==> config.mk <==
export PLATFORM = sky130hd
export DESIGN_NAME = axis_frame_source_flat
export DESIGN_NICKNAME = d
export VERILOG_FILES = /design/src/rtl/axis_frame_source_if.sv /design/src/rtl/axis_frame_source.sv /design/src/flat_wrapper.sv
export SDC_FILE = /design/constraint.sdc
export NUM_CORES = 1
export LEC_CHECK = 0
export BUFFER_PORTS_ARGS = -buffer_cell sky130_fd_sc_hd__buf_2
export CORE_MARGIN = 4
export CORE_UTILIZATION = 30
export DETAILED_ROUTE_END_ITERATION = 10
export SLEW_MARGIN = 20
export SYNTH_ARGS = -nofsm -noshare
export SYNTH_HDL_FRONTEND = slang
export SYNTH_SLANG_ARGS = --single-unit
==> constraint.sdc <==
create_clock -name axi_clk -period 3 [get_ports axi_clk]
set_input_delay 0.45 -clock axi_clk [delete_from_list [all_inputs] [get_ports axi_clk]]
set_output_delay 0.45 -clock axi_clk [all_outputs]
set_load 0.01 [all_outputs]
==> src/rtl/axis_frame_source_if.sv <==
// AXI4-Stream master/slave bundle for axis_frame_source.
// Carries TUSER (start-of-frame) only when AXIS_SRC_SOF_EN is defined.
interface axis_frame_source_if #(
  parameter int DATA_WIDTH = 32
);
  logic                  valid;
  logic [DATA_WIDTH-1:0] data;
  logic                  last;
  logic                  ready;
`ifdef AXIS_SRC_SOF_EN
  logic                  user;

  modport master (
    output valid, data, last, user,
    input  ready
  );

  modport slave (
    input  valid, data, last, user,
    output ready
  );
`else
  modport master (
    output valid, data, last,
    input  ready
  );

  modport slave (
    input  valid, data, last,
    output ready
  );
`endif
endinterface

==> src/rtl/axis_frame_source.sv <==
// Deterministic lines x beats AXI4-Stream frame generator.
// Optional SOF flag on m_axis.user when AXIS_SRC_SOF_EN is defined.
module axis_frame_source #(
  parameter int DATA_WIDTH = 32
) (
  input  logic                 axi_clk,
  input  logic                 axi_rsr_m,
  input  logic                 start,
  input  logic [15:0]          cfg_line_beats,
  input  logic [15:0]          cfg_lines,
  output logic                 busy,
  output logic                 done,
  axis_frame_source_if.master  m_axis
);

  localparam int BYTES = DATA_WIDTH / 8;

  typedef enum logic [1:0] {
    IDLE,
    RUN,
    DONE
  } state_t;

  state_t                state_q, state_d;
  logic [15:0]           col_q, col_d;
  logic [15:0]           row_q, row_d;
  logic [15:0]           lb_q, lb_d;
  logic [15:0]           ln_q, ln_d;
  logic                  valid_q, valid_d;
  logic [DATA_WIDTH-1:0] data_q, data_d;
  logic                  last_q, last_d;
  logic                  busy_q, busy_d;
  logic                  done_q, done_d;
`ifdef AXIS_SRC_SOF_EN
  logic                  user_q, user_d;
`endif

  // Byte lane i = col*BYTES + i + row, everything truncated to 8 bits
  function automatic logic [DATA_WIDTH-1:0] pat(
    input logic [15:0] c,
    input logic [15:0] r
  );
    logic [7:0] base;
    pat  = '0;
    base = 8'(c * 16'(BYTES)) + r[7:0];
    for (int i = 0; i < BYTES; i++) begin
      pat[i*8 +: 8] = base + 8'(i);
    end
  endfunction

  always_comb begin
    state_d = state_q;
    col_d   = col_q;
    row_d   = row_q;
    lb_d    = lb_q;
    ln_d    = ln_q;
    valid_d = valid_q;
    data_d  = data_q;
    last_d  = last_q;
    busy_d  = busy_q;
    done_d  = 1'b0;
`ifdef AXIS_SRC_SOF_EN
    user_d  = user_q;
`endif
    unique case (state_q)
      IDLE: begin
        if (start) begin
          lb_d   = cfg_line_beats;
          ln_d   = cfg_lines;
          col_d  = '0;
          row_d  = '0;
          busy_d = 1'b1;
          if (cfg_line_beats != '0 &&
              cfg_lines != '0) begin
            state_d = RUN;
            valid_d = 1'b1;
            data_d  = pat(16'd0, 16'd0);
            last_d  = (cfg_line_beats == 16'd1);
`ifdef AXIS_SRC_SOF_EN
            user_d  = 1'b1;
`endif
          end else begin
            state_d = DONE;
            done_d  = 1'b1;
          end
        end
      end
      RUN: begin
        if (m_axis.ready) begin
`ifdef AXIS_SRC_SOF_EN
          user_d = 1'b0;
`endif
          if (col_q == lb_q - 16'd1) begin
            col_d = '0;
            if (row_q == ln_q - 16'd1) begin
              state_d = DONE;
              done_d  = 1'b1;
              valid_d = 1'b0;
              last_d  = 1'b0;
              data_d  = '0;
            end else begin
              row_d  = row_q + 16'd1;
              data_d = pat(16'd0, row_q + 16'd1);
              last_d = (lb_q == 16'd1);
            end
          end else begin
            col_d  = col_q + 16'd1;
            data_d = pat(col_q + 16'd1, row_q);
            last_d = (col_q + 16'd1 == lb_q - 16'd1);
          end
        end
      end
      DONE: begin
        state_d = IDLE;
        busy_d  = 1'b0;
      end
      default: begin
        state_d = IDLE;
      end
    endcase
  end

  always_ff @(posedge axi_clk) begin
    if (axi_rsr_m) begin
      state_q <= IDLE;
      col_q   <= '0;
      row_q   <= '0;
      lb_q    <= '0;
      ln_q    <= '0;
      valid_q <= 1'b0;
      data_q  <= '0;
      last_q  <= 1'b0;
      busy_q  <= 1'b0;
      done_q  <= 1'b0;
`ifdef AXIS_SRC_SOF_EN
      user_q  <= 1'b0;
`endif
    end else begin
      state_q <= state_d;
      col_q   <= col_d;
      row_q   <= row_d;
      lb_q    <= lb_d;
      ln_q    <= ln_d;
      valid_q <= valid_d;
      data_q  <= data_d;
      last_q  <= last_d;
      busy_q  <= busy_d;
      done_q  <= done_d;
`ifdef AXIS_SRC_SOF_EN
      user_q  <= user_d;
`endif
    end
  end

  assign m_axis.valid = valid_q;
  assign m_axis.data  = data_q;
  assign m_axis.last  = last_q;
`ifdef AXIS_SRC_SOF_EN
  assign m_axis.user  = user_q;
`endif
  assign busy = busy_q;
  assign done = done_q;

endmodule

==> src/flat_wrapper.sv <==
// flat-port wrapper written by rule: the top's interface ports become plain ports
module axis_frame_source_flat 
#(
  parameter int DATA_WIDTH = 32
)
  (axi_clk, axi_rsr_m, start, cfg_line_beats, cfg_lines, busy, done, m_axis_valid, m_axis_data, m_axis_last, m_axis_ready);
  axis_frame_source_if #(.DATA_WIDTH(DATA_WIDTH)) m_axis_i ();
  input  logic axi_clk;
  input  logic axi_rsr_m;
  input  logic start;
  input  logic [15:0] cfg_line_beats;
  input  logic [15:0] cfg_lines;
  output logic busy;
  output logic done;
  output wire logic [$bits(m_axis_i.valid)-1:0] m_axis_valid;
  output wire logic [$bits(m_axis_i.data)-1:0] m_axis_data;
  output wire logic [$bits(m_axis_i.last)-1:0] m_axis_last;
  input wire logic [$bits(m_axis_i.ready)-1:0] m_axis_ready;
  assign m_axis_valid = m_axis_i.valid;
  assign m_axis_data = m_axis_i.data;
  assign m_axis_last = m_axis_i.last;
  assign m_axis_i.ready = m_axis_ready;
  axis_frame_source #(.DATA_WIDTH(DATA_WIDTH)) u_core (.axi_clk(axi_clk), .axi_rsr_m(axi_rsr_m), .start(start), .cfg_line_beats(cfg_line_beats), .cfg_lines(cfg_lines), .busy(busy), .done(done), .m_axis(m_axis_i));
endmodule
==> results by stage <==
Outcome:
- The flow ran to the end, but the final reports show violations.
- The checks that failed: negative setup slack.

Logic synthesis:
- Of all flip-flops after synthesis, the portion carrying an async set or reset was 0%.
- Yosys mapped a number of flops with a built-in enable equal to 0.
- The unique cell type count in the Yosys netlist is 74.
- The mapped cell area is between 7000 and 8000 µm².
- The yosys synthesis warning count is 0.
- The proportion of synthesized chip area in sequential cells is approximately 29%.
- Counting every net in the synthesized netlist gives 940.
- The leading register cell type out of synthesis is sky130_fd_sc_hd__dfxtp_1.
- The flip-flop and latch count after synthesis is 100.
- The synthesized area divided by synthesized cell count is 7.905 µm².
- The gate count of the mapped netlist is 887.

STA:
- The worst path uses 101.2% of the clock period.
- Setup repair after global routing could not meet its margin everywhere.
- At the pin with the least slew margin, the transition time is 0.7196 ns.
- The clock arrives with 0.01760 ns of skew.
- In this run the tightest slew margin relative to its limit is about half.
- Once routing completed, OpenROAD measured the worst setup slack at -0.03743 ns.
- For the finished layout, the period the worst path requires is around 3 ns.
- Setup violations remaining at the end of the flow were counted as 5.
- Static timing analysis puts the maximum clock frequency at roughly 0.33 GHz.
- The final hold violation count came to 0.
- The number of pins with negative max-slew slack in the final report is 0.

Worst setup path:
- The critical path's top delay family is simple AND/OR/NAND/NOR gates.
- Data on the critical path arrives at its endpoint at around 3.3 ns.
- The most numerous cell type found on the critical path is sky130_fd_sc_hd__buf_6.
- STA classifies the critical path startpoint as a register.
- Among all stages on the critical path, the largest delay is contributed by sky130_fd_sc_hd__or4b_4.
- Traced cell by cell, the critical path runs through inv_4, ha_4, or4b_4, buf_6, nor4b_4, and3_4, o32ai_4, nor4_4, buf_6, and2_4, mux2i_1, xnor2_1, a22o_1.
- The worst setup path is of the register to register kind.
- The required time reported for the critical path endpoint is ~3.3 ns.
- Setup slack on the worst reg-to-reg path comes out at -0.04 ns.
- On the worst path, the slowest cell contributes a delay of about 0.51 ns.
- The critical path endpoint category is a register.
- In this run the worst path has a maximum fanout of 8.
- The buffers plus inverters on the worst setup path is 3.

Global routing:
- Entering global routing, the biggest net connects slightly above 40 pins.
- The initial antenna violation count is 0.
- The overall routing resource usage is 16.43%.
- The first global-routing pass estimated approximately 35 mm of wire.
- The number of global-route vias before repair is ~6600.
- The remaining global-route overflow is 0.

Cells and area:
- The commonest non-fill, non-tap cell in the layout is sky130_fd_sc_hd__nand2_1.
- The post-route core utilization is 39.52%.
- The non-filler instance count after layout is about 1300.
- In the final design database the tool counted 1064 nets.
- The share of final-layout standard cells stronger than drive strength 1 is 28.35%.
- Leaving out fill and tap cells, the most frequent cells in the layout are sky130_fd_sc_hd__nand2_1, sky130_fd_sc_hd__dfxtp_1, sky130_fd_sc_hd__buf_4, sky130_fd_sc_hd__buf_2, sky130_fd_sc_hd__xnor2_1.
- The antenna diode count is 0.
- The area growth from synthesis to layout is 28.78%.

Placement:
- Timing analysis after detailed placement gives a worst setup slack of -0.1802 ns.
- The number of port buffers is 71.
- The number of placed cells counting well taps is roughly 1300.
- Detailed placement finished with a half-perimeter wire length of about 16 mm.
- Routability-driven placement finished with a final weighted congestion of 0.9587.

Detailed routing:
- The remaining number of nets flagged by the antenna check after routing is 0.
- The via density per instance is roughly 5.2.
- The count of routing violations after the opening detailed-route iteration is about 380.
- The wire length per cell is approximately 16 µm.
- The residual DRC count is 0.
- For this run, the detailed router's first-pass iteration total came to 5.
- The detailed router placed slightly below 7000 vias in this run.
- The routed design has ~22 mm of wire.

Floorplanning:
- The core region is about 23000 µm².
- The die height is ~160 µm.
- The I/O pin count is between 70 and 80.
- The cell row count is 55.
- The die span in x is about 160 µm.
- The initial core utilization is a little under a third.
- The floorplan die area is 25880 µm².

Power and ir drop:
- The total power consumption of the routed design is 3.496 mW.
- The power density relative to cell area is just under 400 nW/µm².
- The static leakage power is approximately 3.4 nW.
- The maximum resistive drop on vdd is roughly 0.26 mV.

Clocking:
- After clock tree synthesis, the flow added hold-fix buffers numbering 0.
- Counting the buffers created by CTS gives 9.
- At the later pin of the worst-skew pair, clock insertion delay measures approximately 0.36 ns.
- CTS built an H-tree with a depth of 3.
- Counting every sink on the clock net gives 100.
- CTS placed an instance of sky130_fd_sc_hd__clkbuf_16 at the clock tree root.
- The clock-pin slew of the registers on the worst-case setup and hold paths is ~0.070 ns.
- The maximum clock insertion buffer count is 2.
- TritonCTS built the clock tree.

Min path:
- The worst hold-check path type is primary input to register.

Flow run:
- Across the run, the number of max-cap violations was 0.
## timing repair
| item | 4_1_cts | 5_1_grt |
|---|---|---|
| cloned | 0 | 1 |
| pin swaps | 10 | 19 |
| gates resized for setup | 16 | 43 |
| setup buffers | 1 | 5 |
| setup endpoints to repair | 49 | 63 |
## path summary, 6_finish.rpt
| kind | startpoint | depth (start not counted) | end |
|---|---|---|---|
| setup / recovery | u_core.lb_q[1]$_SDFFE_PP0P_ | 13 | u_core.m_axis.data[10]$_SDFFE_PP0P_ |
| hold / removal | cfg_line_beats[12] | 3 | u_core.lb_q[12]$_SDFFE_PP0P_ |
| setup reg to reg | u_core.lb_q[1]$_SDFFE_PP0P_ | 13 | u_core.m_axis.data[10]$_SDFFE_PP0P_ |
| hold reg to reg | u_core.m_axis.data[20]$_SDFFE_PP0P_ | 2 | u_core.m_axis.data[20]$_SDFFE_PP0P_ |
## through the flow
stage                     hold slack [ns]  setup TNS (ns)  area [µm²]
final                              0.3373        -0.07998        9030
after floorplan                    0.4496          -3.718        7146
after global placement             0.4366          -1.250        8351
after CTS                          0.3257        -0.01704        8726
after detailed placement           0.4438          -2.810        8353
after global routing               0.3323          -3.394        9030
## sequential cells by signal, summed over array words and instances, names as in the netlist
name,count
u_core.m_axis.last,1
u_core.busy,1
u_core.col_q,16
u_core.m_axis.data,30
u_core.state_q,2
u_core.ln_q,16
u_core.lb_q,16
u_core.row_q,16
u_core.done,1
u_core.m_axis.valid,1
## cell usage after synthesis (all sizes together) (3+ instances only)
| cell type | instances | area share, % |
|---|---|---|
| a211oi | 4 | 0.43 |
| a21o | 5 | 0.54 |
| a21oi | 73 | 5.3 |
| a221oi | 4 | 0.59 |
| a22o | 6 | 0.75 |
| a22oi | 16 | 1.7 |
| a311oi | 10 | 1.2 |
| a31oi | 6 | 0.75 |
| a32o | 3 | 0.43 |
| a32oi | 3 | 0.37 |
| and2 | 7 | 0.62 |
| and3 | 13 | 1.2 |
| buf | 20 | 2.0 |
| clkbuf | 44 | 2.4 |
| dfxtp | 100 | 29 |
| ha | 16 | 2.9 |
| inv | 26 | 1.4 |
| mux2 | 3 | 0.48 |
| mux2i | 8 | 1.1 |
| nand2 | 119 | 6.4 |
| nand2b | 6 | 0.54 |
| nand3 | 31 | 2.2 |
| nand3b | 6 | 0.64 |
| nand4 | 13 | 1.2 |
| nor2 | 65 | 3.6 |
| nor2b | 7 | 0.62 |
| nor3 | 30 | 2.7 |
| nor3b | 7 | 0.75 |
| nor4 | 30 | 3.8 |
| o211ai | 6 | 0.64 |
| o21a | 5 | 0.54 |
| o21ai | 21 | 1.5 |
| o21bai | 3 | 0.32 |
| o2bb2ai | 4 | 0.50 |
| o31a | 3 | 0.37 |
| o32ai | 5 | 0.62 |
| or2 | 5 | 0.45 |
| or3 | 10 | 0.89 |
| or4 | 4 | 0.48 |
| xnor2 | 73 | 9.1 |
| xor2 | 43 | 5.4 |
## worst register-to-register path: cells and delay by family (launching register included)
family / cells / cell delay (ns)
compound gates: 2 / 0.29
simple gates: 5 / 1.45
fa+ha+maj: 1 / 0.12
mux: 1 / 0.23
flops: 1 / 0.35
xor+xnor: 1 / 0.09
buf+inv: 3 / 0.41
## logic make-up after synthesis
group / share of synthesized area [%]
AO/OA/AOI/OAI: 17.99
multiplexers: 1.624
flip-flops: 28.55
AND/OR/NAND/NOR: 28.07
buffers and inverters: 5.817
adder cells (fa/ha/maj): 3.141
XOR/XNOR: 14.81
## power by group
group / internal [mW] / switching (mW)
Combinational: 0.385 / 0.451
Clock: 0.695 / 0.565
Sequential: 1.36 / 0.0374
## metal layers
layer,vias to the layer above,global-route usage [%],wire [µm]
met4,0,5.118,510
met1,3262,20.95,9433
met5,-,0,0
met3,30,2.617,1018
met2,161,28.49,10670
li1,3412,-,-
## final cells by class
cell class                 count  area [µm²]
clock inverter                 5       58.81
clock buffer                  11       252.7
timing repair buffer         177        1245
tap                          313       391.6
fill                        2375       13820
inverter                      27       107.6
multi-input combinational    696        4965
sequential                   100        2009
(Power assumes the default switching activity.)
